## config.mk

```make
export PLATFORM = sky130hd
export DESIGN_NAME = jk_mod_counter
export DESIGN_NICKNAME = d
export VERILOG_FILES = /design/src/rtl/jk_mod_counter.sv
export SDC_FILE = /design/constraint.sdc
export NUM_CORES = 1
export LEC_CHECK = 0
export BUFFER_PORTS_ARGS = -buffer_cell sky130_fd_sc_hd__buf_2
export CORE_UTILIZATION = 45
export CTS_CLUSTER_DIAMETER = 40
export DETAILED_ROUTE_END_ITERATION = 8
export PLACE_DENSITY = 0.73
export SYNTH_ARGS = -nofsm -noshare
export SYNTH_HDL_FRONTEND = slang
export SYNTH_SLANG_ARGS = --single-unit
```

## constraint.sdc

```tcl
create_clock -name clk -period 2.5 [get_ports clk]
set_input_delay 0.25 -clock clk [delete_from_list [all_inputs] [get_ports clk]]
set_output_delay 0.25 -clock clk [all_outputs]
set_load 0.03 [all_outputs]
```

## src/rtl/jk_mod_counter.sv

```systemverilog
// Modulo-MODULUS up/down counter held as JK storage bits, exporting per-bit J/K excitation.
// Optional macro JK_CNT_SATURATE_EN: saturate at the ends instead of wrapping.
module jk_mod_counter #(
  parameter int WIDTH   = 4,
  parameter int MODULUS = 10
) (
  input  logic             clk,
  input  logic             rst,
  input  logic             en,
  input  logic             up,
  input  logic             load,
  input  logic [WIDTH-1:0] din,
  output logic [WIDTH-1:0] q,
  output logic [WIDTH-1:0] j_o,
  output logic [WIDTH-1:0] k_o,
  output logic             tc,
  output logic             wrap,
  output logic             err
);

  localparam logic [WIDTH:0] MOD  = (WIDTH+1)'(MODULUS);
  localparam logic [WIDTH:0] LAST = MOD - 1'b1;

  generate
    if (WIDTH < 2 || WIDTH > 16 || MODULUS < 2 || MODULUS > (1 << WIDTH)) begin : g_bad_cfg
      $error("jk_mod_counter: illegal WIDTH/MODULUS combination");
    end
  endgenerate

  logic [WIDTH-1:0] q_q, q_d, nxt;
  logic [WIDTH:0]   q_ext, din_ext;
  logic             wrap_q, wrap_d, err_q, err_d;
  logic             at_top, at_bot;

  always_comb begin
    q_ext   = {1'b0, q_q};
    din_ext = {1'b0, din};
    at_top  = (q_ext == LAST);
    at_bot  = (q_q == '0);
    nxt     = q_q;
    err_d   = err_q;
    wrap_d  = 1'b0;
    if (load) begin
      // A rejected load still blocks the count step for this cycle.
      if (din_ext < MOD) nxt = din;
      else               err_d = 1'b1;
    end else if (en) begin
      if (up) begin
        if (at_top) begin
`ifdef JK_CNT_SATURATE_EN
          nxt = q_q;
`else
          nxt    = '0;
          wrap_d = 1'b1;
`endif
        end else begin
          nxt = WIDTH'(q_ext + 1'b1);
        end
      end else begin
        if (at_bot) begin
`ifdef JK_CNT_SATURATE_EN
          nxt = q_q;
`else
          nxt    = WIDTH'(LAST);
          wrap_d = 1'b1;
`endif
        end else begin
          nxt = WIDTH'(q_ext - 1'b1);
        end
      end
    end
    // Set/clear-only excitation: J=K=1 never occurs.
    j_o = ~q_q & nxt;
    k_o = q_q & ~nxt;
    q_d = (j_o & ~q_q) | (~k_o & q_q);
    tc  = en & ~load & ((up & at_top) | (~up & at_bot));
  end

  always_ff @(posedge clk or negedge rst) begin
    if (!rst) begin
      q_q    <= '0;
      wrap_q <= 1'b0;
      err_q  <= 1'b0;
    end else begin
      q_q    <= q_d;
      wrap_q <= wrap_d;
      err_q  <= err_d;
    end
  end

  assign q    = q_q;
  assign wrap = wrap_q;
  assign err  = err_q;

endmodule

```

Yosys cells after proc, flatten, opt, wreduce, memory -nomap -nowiden. Index checks and enable logic that the tools add are counted.

Bits in registers: 6. Bits of input ports: 9. Output and inout bits: 15. Logic and storage cells: 36.

$add $sub $neg: 2. Order comparisons: 1. Equality and inequality tests: 1. Muxes and demuxes: 11. Bitwise operators: 16. Reduce and logical (&&, ||, !) cells: 2.

Operator list (count): 4-bit 2-to-1 mux (6); 4-bit bitwise AND (4); 4-bit NOT (3); 1-bit 2-to-1 mux (5); 4-bit by 1-bit adder with 4-bit output, second input constant (1); 1-bit bitwise AND (4); 4-bit == test, second input constant (1); 4-bit zero test (1); 4-bit < comparator, second input constant (1); 4-bit OR (1); 4-bit by 1-bit subtractor with 4-bit output, second input constant (1); 1-bit NOT (3); 2-bit AND reduction (1); 1-bit OR (1).

Longest topological paths before layout.
Depth in word-level cells: 10. Mapped depth: 6. Mapped depth without buffers: 6.

Worst setup path before layout. Ideal clock, no wire load.

Kind: flip-flop to output port. Start point: register q_q[0] (netlist: q[0]). End point: output j_o[1]. Arrival: 2041 ps. Required time: 2250 ps. Path slack: 209 ps. Cell stages (with the launch flop): 7. Path buffers: 0. Path through: dfrtp_1 inv_2 ha_1 nor3b_1 or3_1 a211oi_2 and2_1.

Cells in the longest elaborated chain, start to end: 6. Elaborated cells between the ends (all ways): 10. Classes of those cells: add/sub: 2; eq/ne: 1; mux: 5; bitwise: 1; reduce/logical: 1.

Ends and longest elaborated chain: from (decl) (RTL line 30) `logic [WIDTH-1:0] q_q, q_d, nxt;`; from (signal assigned) (RTL line 85) `q_q <= q_d;`; 4-bit by 1-bit subtractor with 4-bit output (tied with other cells) (RTL line 68) `nxt = WIDTH'(q_ext - 1'b1);`; 4-bit 2-to-1 mux, on equally long branches (RTL line 60, 49); 4-bit 2-to-1 mux (*) (RTL line 48) `if (up) begin`; 4-bit 2-to-1 mux (*) (RTL line 47) `end else if (en) begin`; 4-bit 2-to-1 mux (*) (RTL line 43) `if (load) begin`; 4-bit bitwise AND (*) (RTL line 73) `j_o = ~q_q & nxt;`; to (decl) (RTL line 14) `output logic [WIDTH-1:0] j_o,`.

Mark *: on every way between the ends. The rest lies on a longest branch, timed or not.

Worst setup path in the final report.
Start point: register q_q[1] (netlist: q[1]). End point: output j_o[1].

Cells in the longest elaborated chain, start to end: 6. Elaborated cells between the ends (all ways): 12. Classes of those cells: add/sub: 2; eq/ne: 1; mux: 6; bitwise: 2; reduce/logical: 1.

Ends and longest elaborated chain (RTL line): 4-bit by 1-bit subtractor with 4-bit output (tied with other cells) (68); 4-bit 2-to-1 mux, on equally long branches (60, 49); 4-bit 2-to-1 mux (48); 4-bit 2-to-1 mux (47); 4-bit 2-to-1 mux (43); 4-bit bitwise AND (*) (73).

Marked as above.

==> reports/results.ini <==
[run_status]
outcome = complete, no violations

[worst_setup_path]
cp_cell_sequence = inv_1 -> ha_2 -> nor3b_1 -> or3_1 -> a211oi_2 -> and2_1 -> clkbuf_4
cp-end-kind = output pin
crit_path_max_fanout = 6
cp.required_ns = 2.25
path_class = register to output pin
cpLargestDelayFamily = simple AND/OR/NAND/NOR gates
crit_path_top_delay_cell = dfrtp_2
slowest_delay_ns = 0.41
start_kind = register
worst-path-buf-inv = 2
crit_arrival_ns = 2.15

[drt]
antenna_left = 0
viasPerCell = 6.140
route.vias.total = 743
drc_errors = 0
drt-initial-drc-count = 34
wire_per_inst_um = 15.49
drt-total-wl_um = 1874
first_pass_iters = 4

[global_routing]
grt_antenna_before_repair = 0
grt_pass1_wl_um = 2642
grt_max_degree = 16
grt_overflow = 0
track_usage_pct = 24.76
grt_pass1_vias = 593

[floorplanning]
initial_core_util_pct = 48.85
fp.dieH_um = 39.58
die_area_mm2 = 0.001567
core_mm2 = 0.001301
pin_count = 24
rows = 13
die_w_um = 39.58

[clock_tree]
cts_tree = yes
clkSinkCount = 6
clk_pin_slew_ns = 0.05
clock_latency_ns = 0.26
clock-root-buffer = clkbuf_4
clock_path_buffers = 2
cts_buffers = 3
cts_max_level = 1

[synthesis]
synth_area_um2 = 635.6
ys_ff_latch = 6
synthMuxAreaShare_pct = 0
synthXorXnorAreaFrac_pct = 0
ys_warn_count = 0
synth_simple_gate_area_share_pct = 30.91
synth_top_family_by_area = compound AO/OA/AOI/OAI gates
synth_nets = 89
synth_compound_gate_area_share_pct = 34.06
postSynthCellCount = 77
yosysUniqueCellTypes = 36
synth_fa_ha_area_share_pct = 5.906
async_flop_share_pct = 100.0
synth.avg_cell_area_um2 = 8.255
synth-main-ff-cell = dfrtp_1
synth_edf_count = 0
ys_seq_area_share_pct = 23.62

[flow_run]
drv_cap = 0

[placement]
hpwl_um = 1246
gp_congestion = 0.9018
place_ws_ns = 0.2234
portBuffers = 23

[sta]
drv_slew = 0
hold_viol_final = 0
setup_violations = 0
max-slew-margin-rel_pct = 69.28
period_share_pct = 96.15
fin_crit_ns = 2.404
tns_ns = 0
fin_ws_ns = 0.09623
rsz0062_at_grt = false
tightest_slew_ns = 0.4599
finClkSkew_ns = 0.01045
max_freq_ghz = 0.4160

[finish]
n_antenna_cell = 0
nets = 120
utilization_pct = 63.27
layout-drive-gt1-share_pct = 36.79
syn_to_final_growth_pct = 29.53

[pwr]
power_density_mw_per_mm2 = 613.3
vdd_drop_max_mv = 0.2530
leakage_nw = 0.3734

[hold_path]
min_path_type = primary input to register

## registers in the layout, summed over array words and instances, names as in the netlist
name  count
q         4
err       1
wrap      1
## layout make-up
type	instances	area (um^2)
Fill cell	127	478.0
Multi-Input combinational cell	65	452.9
Timing Repair Buffer	29	165.2
Sequential cell	6	152.6
Clock buffer	3	22.52
Tap cell	15	18.77
Inverter	3	11.26
## logic make-up after synthesis
logic type                 after synthesis
buffers and inverters                    6
adders and majority gates                3
DFF                                      6
and+or+nand+nor                         34
AOI/OAI and AO/OA                       28
## synthesized netlist by cell type (2+ instances only)
library cell | count | area [um^2]
nor2_1 | 7 | 26.28
nand2_1 | 3 | 11.26
nand4b_1 | 2 | 17.52
nand2b_1 | 4 | 25.02
ha_1 | 3 | 37.54
o21bai_1 | 2 | 15.01
nor2b_1 | 2 | 12.51
o21a_1 | 3 | 22.52
a32o_1 | 2 | 20.02
nand3_1 | 3 | 15.01
dfrtp_1 | 6 | 150.1
inv_1 | 2 | 7.510
and2_1 | 2 | 12.51
nor3b_1 | 2 | 15.01
a21oi_1 | 7 | 35.03
nor3_1 | 5 | 25.02
a22oi_1 | 3 | 22.52
## layer usage
metal	part of all wire [%]	vias to the layer above	GRT usage [%]	wire [um]
li1	-	347	-	-
met1	43	353	31.51	801
met2	51	43	42.21	958
met3	6.1	0	6.250	114
met4	0	0	3.448	0
met5	0	-	0	0
## placed cells by master, fill, tap and decap left out, types with 2 or more instances in the layout
cell type and count:
buf_2 22, nor2_1 7, a21oi_1 7, nor3_1 5, buf_4 5, nand2b_1 4, clkbuf_4 4, dfrtp_1 4
nand2_1 3, a22oi_1 3, o21a_1 3, nand3_1 3, inv_1 2, nor2b_1 2, a32o_1 2, nor3b_1 2
and2_1 2, nand4b_1 2, o21bai_1 2, ha_1 2, dfrtp_2 2
## final timing paths
check	startpoint	end	slack [ns]	depth (start not counted)
worst max-delay path	q[1]	j_o[1]	0.1	7
min in group asynchronous	rst	q[2]	0.35	2
worst min register to register	err	err	0.47	1
worst min-delay path	load	q[0]	0.28	2
worst max register to register	q[1]	q[2]	0.82	6
max in group asynchronous	rst	q[1]	1.97	2
## what timing repair did
action | 4_1_cts | 5_1_grt
gates resized for setup | 2 | 2
pin swaps | 0 | 1
buffers inserted | 0 | 5
hold endpoints to repair | 6 | 0
endpoints found under the setup margin | 1 | 1
hold buffers | 1 | 0
## stage by stage
| step | hold WS (ns) | total power, mW | instances | cell area, um^2 |
|---|---|---|---|---|
| floorplan | -0.04559 | 0.3245 | 77 | 635.6 |
| global placement | 0.07960 | 0.3753 | 112 | 745.7 |
| detailed placement | 0.08440 | 0.3779 | 112 | 745.7 |
| CTS | 0.2586 | 0.4772 | 116 | 780.7 |
| global route | 0.2945 | 0.5351 | 121 | 823.3 |
| finish | 0.2763 | 0.5049 | 121 | 823.3 |
## power by group
| part | switching (mW) | internal, mW | total (mW) | leakage (nW) |
|---|---|---|---|---|
| clock | 0.0420 | 0.0548 | 0.0968 | 0.0138 |
| sequential | 0.0354 | 0.111 | 0.146 | 0.0683 |
| combinational | 0.158 | 0.104 | 0.262 | 0.291 |
Note: power is estimated with default switching activity, not from simulation.
